[config.mk]
export PLATFORM = sky130hd
export DESIGN_NAME = corexy_step_decoder
export DESIGN_NICKNAME = d
export VERILOG_FILES = /design/src/rtl/corexy_step_decoder.sv
export SDC_FILE = /design/constraint.sdc
export NUM_CORES = 1
export LEC_CHECK = 0
export ABC_CLOCK_PERIOD_IN_PS = 4000
export CORE_MARGIN = 2
export CORE_UTILIZATION = 40
export CTS_CLUSTER_SIZE = 20
export DETAILED_ROUTE_END_ITERATION = 10
export PLACE_DENSITY = 0.61
export SYNTH_ARGS = -nofsm -noshare
export SYNTH_HDL_FRONTEND = slang
export SYNTH_SLANG_ARGS = --single-unit
[constraint.sdc]
create_clock -name clk -period 4 [get_ports clk]
set_clock_uncertainty 0.2 [all_clocks]
set_input_delay 0.4 -clock clk [delete_from_list [all_inputs] [get_ports clk]]
set_output_delay 0.4 -clock clk [all_outputs]
set_load 0.03 [all_outputs]
[src/rtl/corexy_step_decoder.sv]
// corexy_step_decoder: decodes two step/dir pulse trains into A/B/X/Y positions and step periods with a req/ack snapshot port
module corexy_step_decoder #(
  parameter int SYNC_STAGES = 2,
  parameter int MIN_PULSE   = 4,
  parameter int TIMEOUT     = 50000000
) (
  input  logic        clk,
  input  logic        rst_n,
  input  logic        step_1,
  input  logic        dir_1,
  input  logic        step_2,
  input  logic        dir_2,
  input  logic        clear,
  input  logic        snap_req,
  output logic        snap_ack,
  output logic [31:0] pos_a,
  output logic [31:0] pos_b,
  output logic [31:0] pos_x,
  output logic [31:0] pos_y,
  output logic [31:0] period_1,
  output logic [31:0] period_2,
  output logic [15:0] glitch_cnt,
  output logic        moving
);
  localparam int RW = $clog2(MIN_PULSE + 1);
  localparam int TW = $clog2(TIMEOUT + 1);
  typedef enum logic [1:0] {LOW, PEND, HIGH} filt_e;
  logic [SYNC_STAGES-1:0] sa_q, da_q, sb_q, db_q;
  logic [1:0]    step_s, dir_s, acc, rej;
  filt_e         st_q [2];
  filt_e         st_d [2];
  logic [RW-1:0] run_q [2];
  logic [RW-1:0] run_d [2];
  logic [TW-1:0] ival_q [2];
  logic [TW-1:0] ival_d [2];
  logic [TW-1:0] ival_inc [2];
  logic [31:0]   per_q [2];
  logic [31:0]   per_d [2];
  logic [1:0]    idle_q, idle_d;
  logic [31:0]   cnt_a_q, cnt_a_d, cnt_b_q, cnt_b_d;
  logic [15:0]   glitch_q, glitch_d;
  logic [16:0]   glitch_sum;
  logic [31:0]   x_live, y_live;
  logic          snap_ack_q, cap;
  logic [31:0]   pos_a_q, pos_b_q, pos_x_q, pos_y_q, period_1_q, period_2_q;
  logic [15:0]   glitch_cnt_q;
  assign step_s = {sb_q[SYNC_STAGES-1], sa_q[SYNC_STAGES-1]};
  assign dir_s  = {db_q[SYNC_STAGES-1], da_q[SYNC_STAGES-1]};
  // Metastability chains on the asynchronous step/dir inputs
  always_ff @(posedge clk or negedge rst_n) begin
    if (!rst_n) begin
      sa_q <= '0;
      da_q <= '0;
      sb_q <= '0;
      db_q <= '0;
    end else begin
      sa_q <= {sa_q[SYNC_STAGES-2:0], step_1};
      da_q <= {da_q[SYNC_STAGES-2:0], dir_1};
      sb_q <= {sb_q[SYNC_STAGES-2:0], step_2};
      db_q <= {db_q[SYNC_STAGES-2:0], dir_2};
    end
  end
  // Pulse-width filter: accept once per high phase after MIN_PULSE high clocks, reject shorter pulses
  always_comb begin
    acc = '0;
    rej = '0;
    for (int i = 0; i < 2; i++) begin
      st_d[i]  = st_q[i];
      run_d[i] = run_q[i];
      case (st_q[i])
        LOW: if (step_s[i]) begin
          run_d[i] = RW'(1);
          acc[i]   = (MIN_PULSE <= 1);
          st_d[i]  = (MIN_PULSE <= 1) ? HIGH : PEND;
        end
        PEND: if (!step_s[i]) begin
          rej[i]  = 1'b1;
          st_d[i] = LOW;
        end else begin
          run_d[i] = run_q[i] + RW'(1);
          acc[i]   = (run_d[i] == RW'(MIN_PULSE));
          st_d[i]  = acc[i] ? HIGH : PEND;
        end
        HIGH: st_d[i] = step_s[i] ? HIGH : LOW;
        default: st_d[i] = LOW;
      endcase
    end
  end
  // Interval counters, period capture and idle detection; clear overrides everything
  always_comb begin
    for (int i = 0; i < 2; i++) begin
      ival_inc[i] = (ival_q[i] == TW'(TIMEOUT)) ? ival_q[i] : ival_q[i] + TW'(1);
      ival_d[i]   = (clear | acc[i]) ? '0 : ival_inc[i];
      idle_d[i]   = clear | (~acc[i] & (idle_q[i] | (ival_inc[i] == TW'(TIMEOUT))));
      per_d[i]    = (clear | (~acc[i] & (ival_inc[i] == TW'(TIMEOUT)))) ? '0 :
                    (acc[i] & ~idle_q[i]) ? 32'(ival_inc[i]) : per_q[i];
    end
  end
  assign cnt_a_d    = clear ? '0 : acc[0] ? (dir_s[0] ? cnt_a_q - 32'd1 : cnt_a_q + 32'd1) : cnt_a_q;
  assign cnt_b_d    = clear ? '0 : acc[1] ? (dir_s[1] ? cnt_b_q - 32'd1 : cnt_b_q + 32'd1) : cnt_b_q;
  assign glitch_sum = {1'b0, glitch_q} + 17'(rej[0]) + 17'(rej[1]);
  assign glitch_d   = clear ? '0 : glitch_sum[16] ? 16'hFFFF : glitch_sum[15:0];
  // floor((A+B)/2) and floor((A-B)/2) built from halved operands plus the lost low-bit carry/borrow
  assign x_live = {cnt_a_q[31], cnt_a_q[31:1]} + {cnt_b_q[31], cnt_b_q[31:1]} + {31'b0, cnt_a_q[0] & cnt_b_q[0]};
  assign y_live = {cnt_a_q[31], cnt_a_q[31:1]} - {cnt_b_q[31], cnt_b_q[31:1]} - {31'b0, ~cnt_a_q[0] & cnt_b_q[0]};
  // Live channel state: filter FSMs, counters, periods, glitch count
  always_ff @(posedge clk or negedge rst_n) begin
    if (!rst_n) begin
      for (int i = 0; i < 2; i++) begin
        st_q[i]   <= LOW;
        run_q[i]  <= '0;
        ival_q[i] <= '0;
        per_q[i]  <= '0;
      end
      idle_q   <= 2'b11;
      cnt_a_q  <= '0;
      cnt_b_q  <= '0;
      glitch_q <= '0;
    end else begin
      for (int i = 0; i < 2; i++) begin
        st_q[i]   <= st_d[i];
        run_q[i]  <= run_d[i];
        ival_q[i] <= ival_d[i];
        per_q[i]  <= per_d[i];
      end
      idle_q   <= idle_d;
      cnt_a_q  <= cnt_a_d;
      cnt_b_q  <= cnt_b_d;
      glitch_q <= glitch_d;
    end
  end
  assign cap = snap_req & ~snap_ack_q;
  // Four-phase snapshot: capture pre-edge live values when a new request arrives, hold while acked
  always_ff @(posedge clk or negedge rst_n) begin
    if (!rst_n) begin
      snap_ack_q   <= 1'b0;
      pos_a_q      <= '0;
      pos_b_q      <= '0;
      pos_x_q      <= '0;
      pos_y_q      <= '0;
      period_1_q   <= '0;
      period_2_q   <= '0;
      glitch_cnt_q <= '0;
    end else begin
      snap_ack_q <= snap_req;
      if (cap) begin
        pos_a_q      <= cnt_a_q;
        pos_b_q      <= cnt_b_q;
        pos_x_q      <= x_live;
        pos_y_q      <= y_live;
        period_1_q   <= per_q[0];
        period_2_q   <= per_q[1];
        glitch_cnt_q <= glitch_q;
      end
    end
  end
  assign snap_ack   = snap_ack_q;
  assign pos_a      = pos_a_q;
  assign pos_b      = pos_b_q;
  assign pos_x      = pos_x_q;
  assign pos_y      = pos_y_q;
  assign period_1   = period_1_q;
  assign period_2   = period_2_q;
  assign glitch_cnt = glitch_cnt_q;
  assign moving     = ~&idle_q;
endmodule

# ---- Word level (Yosys, flattened, before mapping)
# Index checks and enable logic that the tools add are counted.
dict set report totals {
  register_bits 425
  output_inout_bits 210
  wordCells 127
}
dict set report classes {
  addsub 14
  eq_ne 14
  muxes 40
  bitwise_logic 23
  n_reduce_logical 12
}
# op n
set ops {}
lappend ops {{2-to-1 mux 32 bit} 10}
lappend ops {{== test 26 bit (second input constant)} 4}
lappend ops {{2-to-1 mux 26 bit} 4}
lappend ops {{adder 32 x 1 -> 32 bit (second input constant)} 2}
lappend ops {{subtractor 32 x 1 -> 32 bit (second input constant)} 2}
lappend ops {{adder 26 x 1 -> 26 bit (second input constant)} 2}
lappend ops {{adder 31 x 31 -> 32 bit} 1}
lappend ops {{adder 32 x 1 -> 32 bit} 1}
lappend ops {{2-to-1 mux 16 bit} 2}
lappend ops {{subtractor 31 x 31 -> 32 bit} 1}
lappend ops {{subtractor 32 x 1 -> 32 bit} 1}
lappend ops {{adder 16 x 1 -> 17 bit} 1}
lappend ops {{adder 17 x 1 -> 17 bit} 1}
lappend ops {{2-to-1 mux 2 bit} 8}
lappend ops {{2-to-1 mux 3 bit} 4}
lappend ops {{case mux 2 bit (3 select lines)} 2}
lappend ops {{case mux 3 bit (2 select lines)} 2}
lappend ops {{nonzero test 2 bit} 6}
lappend ops {{bitwise AND 1 bit} 9}
lappend ops {{2-to-1 mux 1 bit} 8}
lappend ops {{inequality test 2 bit (second input constant)} 4}
lappend ops {{OR 1 bit} 8}
lappend ops {{adder 3 x 1 -> 3 bit (second input constant)} 2}
lappend ops {{== test 3 bit (second input constant)} 2}
lappend ops {{other kinds (7)} 16}

# ---- Depth between registers and ports, before layout
dict set report logic_depth {
  word_depth 8
  mapped_depth 16
}

# ---- Worst setup path before layout
# OpenSTA, ideal clock, no wires.
dict set report synth_timing {
  path_type {reg-to-reg}
  start {reg da_q[1]}
  end {reg cnt_a_q[31]}
  setup_ns 0.128
  arrival_ns 3.574
  required_ns 3.672
  slack_ns 0.099
  stages_incl_launch_ff 12
  synth_period_minus_slack_ns 3.901
  path_cell_list {dfrtp_1 ha_1 a211oi_2 nor2_1 o41a_1 o41ai_4 o21ai_2 a311oi_2 o221ai_2 a21oi_2 mux2i_1 mux2_1}
}
dict set report synth_between {
  elab_chain_len 3
}
# item line_no
set synth_rtl {}
lappend synth_rtl {{start, declared} 28} ;# logic [SYNC_STAGES-1:0] sa_q, da_q, sb_q, db_q;
lappend synth_rtl {{start signal, assigned} 58} ;# da_q <= {da_q[SYNC_STAGES-2:0], dir_1};
lappend synth_rtl {{2-to-1 mux 32 bit (3 in series)} 99} ;# assign cnt_a_d = clear ? '0 : acc[0] ? (dir_s[0] ? cnt_a_q - 32'd1 : cnt_a_q + 32'd1) : cnt_a_q;
lappend synth_rtl {{end signal, assigned} 127} ;# cnt_a_q <= cnt_a_d;
lappend synth_rtl {{end, declared} 40} ;# logic [31:0] cnt_a_q, cnt_a_d, cnt_b_q, cnt_b_d;
# Every way passes these cells. The select of a mux whose other input is x is not followed.
# A chain may end at the register's enable or synchronous reset.

# ---- Worst setup path in the final report
dict set report layout_timing {
  start {reg cnt_a_q[0]}
  end {reg pos_y_q[31], in the netlist pos_y[31]}
}
dict set report layout_between {
  elab_chain_len 3
}
# item line_no
set layout_rtl {}
lappend layout_rtl {{NOT 1 bit} 105} ;# assign y_live = {cnt_a_q[31], cnt_a_q[31:1]} - {cnt_b_q[31], cnt_b_q[31:1]} - {31'b0, ~cnt_a_q[0] & cnt_b_q[0] ...
lappend layout_rtl {{bitwise AND 1 bit} 105}
lappend layout_rtl {{subtractor 32 x 1 -> 32 bit} 105}
lappend layout_rtl {{end signal, assigned} 150} ;# pos_y_q <= y_live;
lappend layout_rtl {{end, declared} 45} ;# logic [31:0] pos_a_q, pos_b_q, pos_x_q, pos_y_q, period_1_q, period_2_q;
# Every way passes these cells.

==> reports/metrics.cfg <==
[logic_synthesis]
synth_most_common_cell = dfrtp_1
synthesis.area_um2 = 22700
ys_seq_elements = 401
ys_types = 86
synthTopCellsByArea = dfrtp_1 44%, ha_1 8.8%, mux2_2 5.2%, nand2_1 4.4%, xnor2_1 4.1%
synthArstFlopShare_pct = 100
synth_edf_count = 0
synth.top_cell.area_share_pct = 44.0
yosys.area.top_type = dfrtp_1
yosysSeqAreaShare_pct = 44.2
synthCells = 2371
yosys_most_used_dff = dfrtp_1
yosys-top-cells-count = 399 x dfrtp_1, 268 x nand2_1, 223 x nor2_1, 161 x o21ai_0, 159 x ha_1
ys_warn_count = 0
syn_avg_cell_area_um2 = 9.58

[timing]
hold_viol = 0
finalSetupViolCount = 0
final.min_clock_period_ns = 3.84
rsz0062_at_grt = false
whs_ns = 0.0628
slew-limit-headroom_pct = 37.1
fmax_ghz = 0.260
finalMaxSlewViolations = 0
min_period_over_period_pct = 96.0
worst_slack_ns = 0.158
worst-slew-pin-transition_ns = 0.939

[pwr]
p_switching_mw = 3.51
combPwrFrac_pct = 23.0
swShare_pct = 30.8
cellInternalPower_mw = 7.90
ir_drop_mv = 0.282
clkPwrFrac_pct = 37.8
power.density_nw_per_um2 = 416
power.leakage_nw = 12.5
p_seq_share_pct = 39.2

[clock_network]
cts_buffer_depth = 3
cts_tree = yes
cts_buffers = 47
htreeDepth = 2
clock_sinks = 401
clk_pin_slew_ns = 0.06
clkLatencyLatePin_ns = 0.60
cts_setup_buffers = 0
clockRootBuffer = clkbuf_16

[route]
drt-vias-per-instance = 5.27
dr.pass1.iters = 6
drc = 0
dr_total_vias = 17827
routedWlPerCell_um = 17.0
drt_iter0_markers = 1054
wirelength_mm = 57.7
ant_nets = 0

[critical_path]
reg2reg_slack_ns = 0.16
crit_top_cell = a21oi_1
crit_family = compound AO/OA/AOI/OAI gates
end_kind = flip-flop
crit_type = flip-flop to flip-flop
path_cells = nand2b_1 > fa_1 > inv_1 > ha_1 > o211a_1 > a2111oi_2 > buf_4 > nor4_1 > o21ai_1 > a31oi_1 > a21oi_1 > o221ai_1 > a21oi_1 > xnor2_1 > o21ai_0
max_stage_delay_ns = 0.55
cp_num_buf_inv = 2
arrival_ns = 4.10
worstPathMaxFanout = 4
crit_cells = 15
cp_slowest_cell = fa_1
startpoint_type = flip-flop
critPathRequiredTime_ns = 4.26
reg2regPathDepth = 15

[layout]
areaGrowthSynthToFinish_pct = 20.8
seqCellArea_um2 = 10000
fin_nets = 2764
diodes = 0
fillers = 5223
drive_gt1_share_pct = 10.7
multiInputGateArea_um2 = 11800

[floorplan]
ioPinCount = 218
initial_utilization_pct = 40.3
rows = 87
die_h_um = 242
dieArea_um2 = 58700
die_x_um = 242
core-area_um2 = 56300

[grt]
grt_usage_pct = 19.4
grt_first_pass_wirelength_mm = 94.1
antenna_found_initial = 0
first_global_vias = 17608
grt_max_degree = 106
grt_overflow_total = 0

[outcome]
outcome = completed

[min_path]
hp-class = input port to flip-flop
hold_depth = 1

[place]
portBuffers = 205
pre_cts_slack_ns = -0.000926
dpl.hpwl_mm = 42.8
place_congestion = 0.936

[flow_run]
maxCapViolCount = 0

==> worst reg2reg max path: cells and delay by family, from the launching register on <==
family                     cells  cell delay (ns)
buffers and inverters          2             0.23
and+or+nand+nor                2             0.25
xor gates and xnor gates       1             0.13
adders and majority gates      2             0.74
AOI/OAI and AO/OA              8             1.76
DFF                            1             0.40
==> metrics by stage <==
step / instance area (um2) / setup TNS (ns) / util, % / cells / power, mW
6_report: 27400 / 0 / 48.8 / 3385 / 11.4
5_1_grt: 27400 / 0 / 48.8 / 3385 / 12.0
4_1_cts: 27400 / 0 / 48.7 / 3385 / 11.6
3_5_place_dp: 25800 / -0.000926 / 45.9 / 3296 / 7.17
3_3_place_gp: 25800 / 0 / 45.9 / 3296 / 7.10
2_1_floorplan: 22700 / 0 / - / 2382 / 6.25
==> worst paths after layout <==
kind	start	to
max	cnt_a_q[0]	pos_y[31]
min	dir_1	da_q[0]
max reg2reg	cnt_a_q[0]	pos_y[31]
min reg2reg	sa_q[0]	sa_q[1]
max in group asynchronous	rst_n	period_1[22]
min in group asynchronous	rst_n	pos_a[8]
==> per-layer routing <==
layer / wire (um) / vias to the layer above / GRT usage (%) / share of wire (%)
met1: 27400 / 8664 / 27.0 / 48
met4: 1160 / 0 / 4.43 / 2.0
met3: 2020 / 82 / 2.68 / 3.5
met2: 27100 / 366 / 32.2 / 47
li1: - / 8715 / - / -
met5: 0 / - / 0 / 0
==> cells in the final DEF (no fill, tap or decap), types with 61 or more instances in the layout <==
cell             instances
nor2_1                 220
mux2_2                 104
dfrtp_1                398
clkdlybuf4s50_1        203
a211oi_1                65
xor2_1                  61
o21ai_0                161
xnor2_1                107
nand2_1                268
ha_1                   159
a21oi_1                147
inv_1                  127
==> power by group through the flow <==
| stage | clock network [mW] | registers (mW) | logic, mW |
|---|---|---|---|
| 3_5_place_dp | 0 | 4.55 | 2.62 |
| 2_1_floorplan | 0 | 4.84 | 1.41 |
| 6_report | 4.32 | 4.47 | 2.62 |
| 4_1_cts | 4.45 | 4.48 | 2.63 |
| 3_3_place_gp | 0 | 4.54 | 2.56 |
| 5_1_grt | 4.61 | 4.50 | 2.88 |
==> cell type report <==
type                    instances  area share (%)
clock buffers                  67            4.96
clock inverters                21           0.793
inverters                     129            1.76
multi-input cells            1752            43.2
flip-flops and latches        401            36.6
well taps                     756            3.45
repair buffers                259            9.28
==> registers in the layout, indices dropped and copies added, names as in the netlist <==
| name | flops |
|---|---|
| ival_q | 52 |
| per_q | 52 |
| cnt_a_q | 32 |
| cnt_b_q | 32 |
| pos_a | 32 |
| pos_b | 32 |
| pos_x | 32 |
| pos_y | 32 |
| period_1 | 26 |
| period_2 | 26 |
| glitch_cnt | 16 |
| glitch_q | 16 |
| run_q | 6 |
| st_q | 4 |
| da_q | 2 |
| db_q | 2 |
| idle_q | 2 |
| sa_q | 2 |
| sb_q | 2 |
| snap_ack | 1 |
==> kinds of logic after synthesis <==
logic type | Yosys count | share of synthesized area [%]
compound gates | 562 | 15.6
xor+xnor | 168 | 6.48
fa+ha+maj | 166 | 9.38
buf+inv | 229 | 4.10
flops | 401 | 44.2
mux | 114 | 5.60
other cells | 1 | 0.0165
simple gates | 730 | 14.6
==> timing repair <==
item / CTS / global route
hold buffers: 1 / 0
hold endpoints to repair: 74 / 0
pin swaps: 0 / 1
endpoints found under the setup margin: 1 / 11
resized for setup: 1 / 8
(Power assumes the default switching activity.)
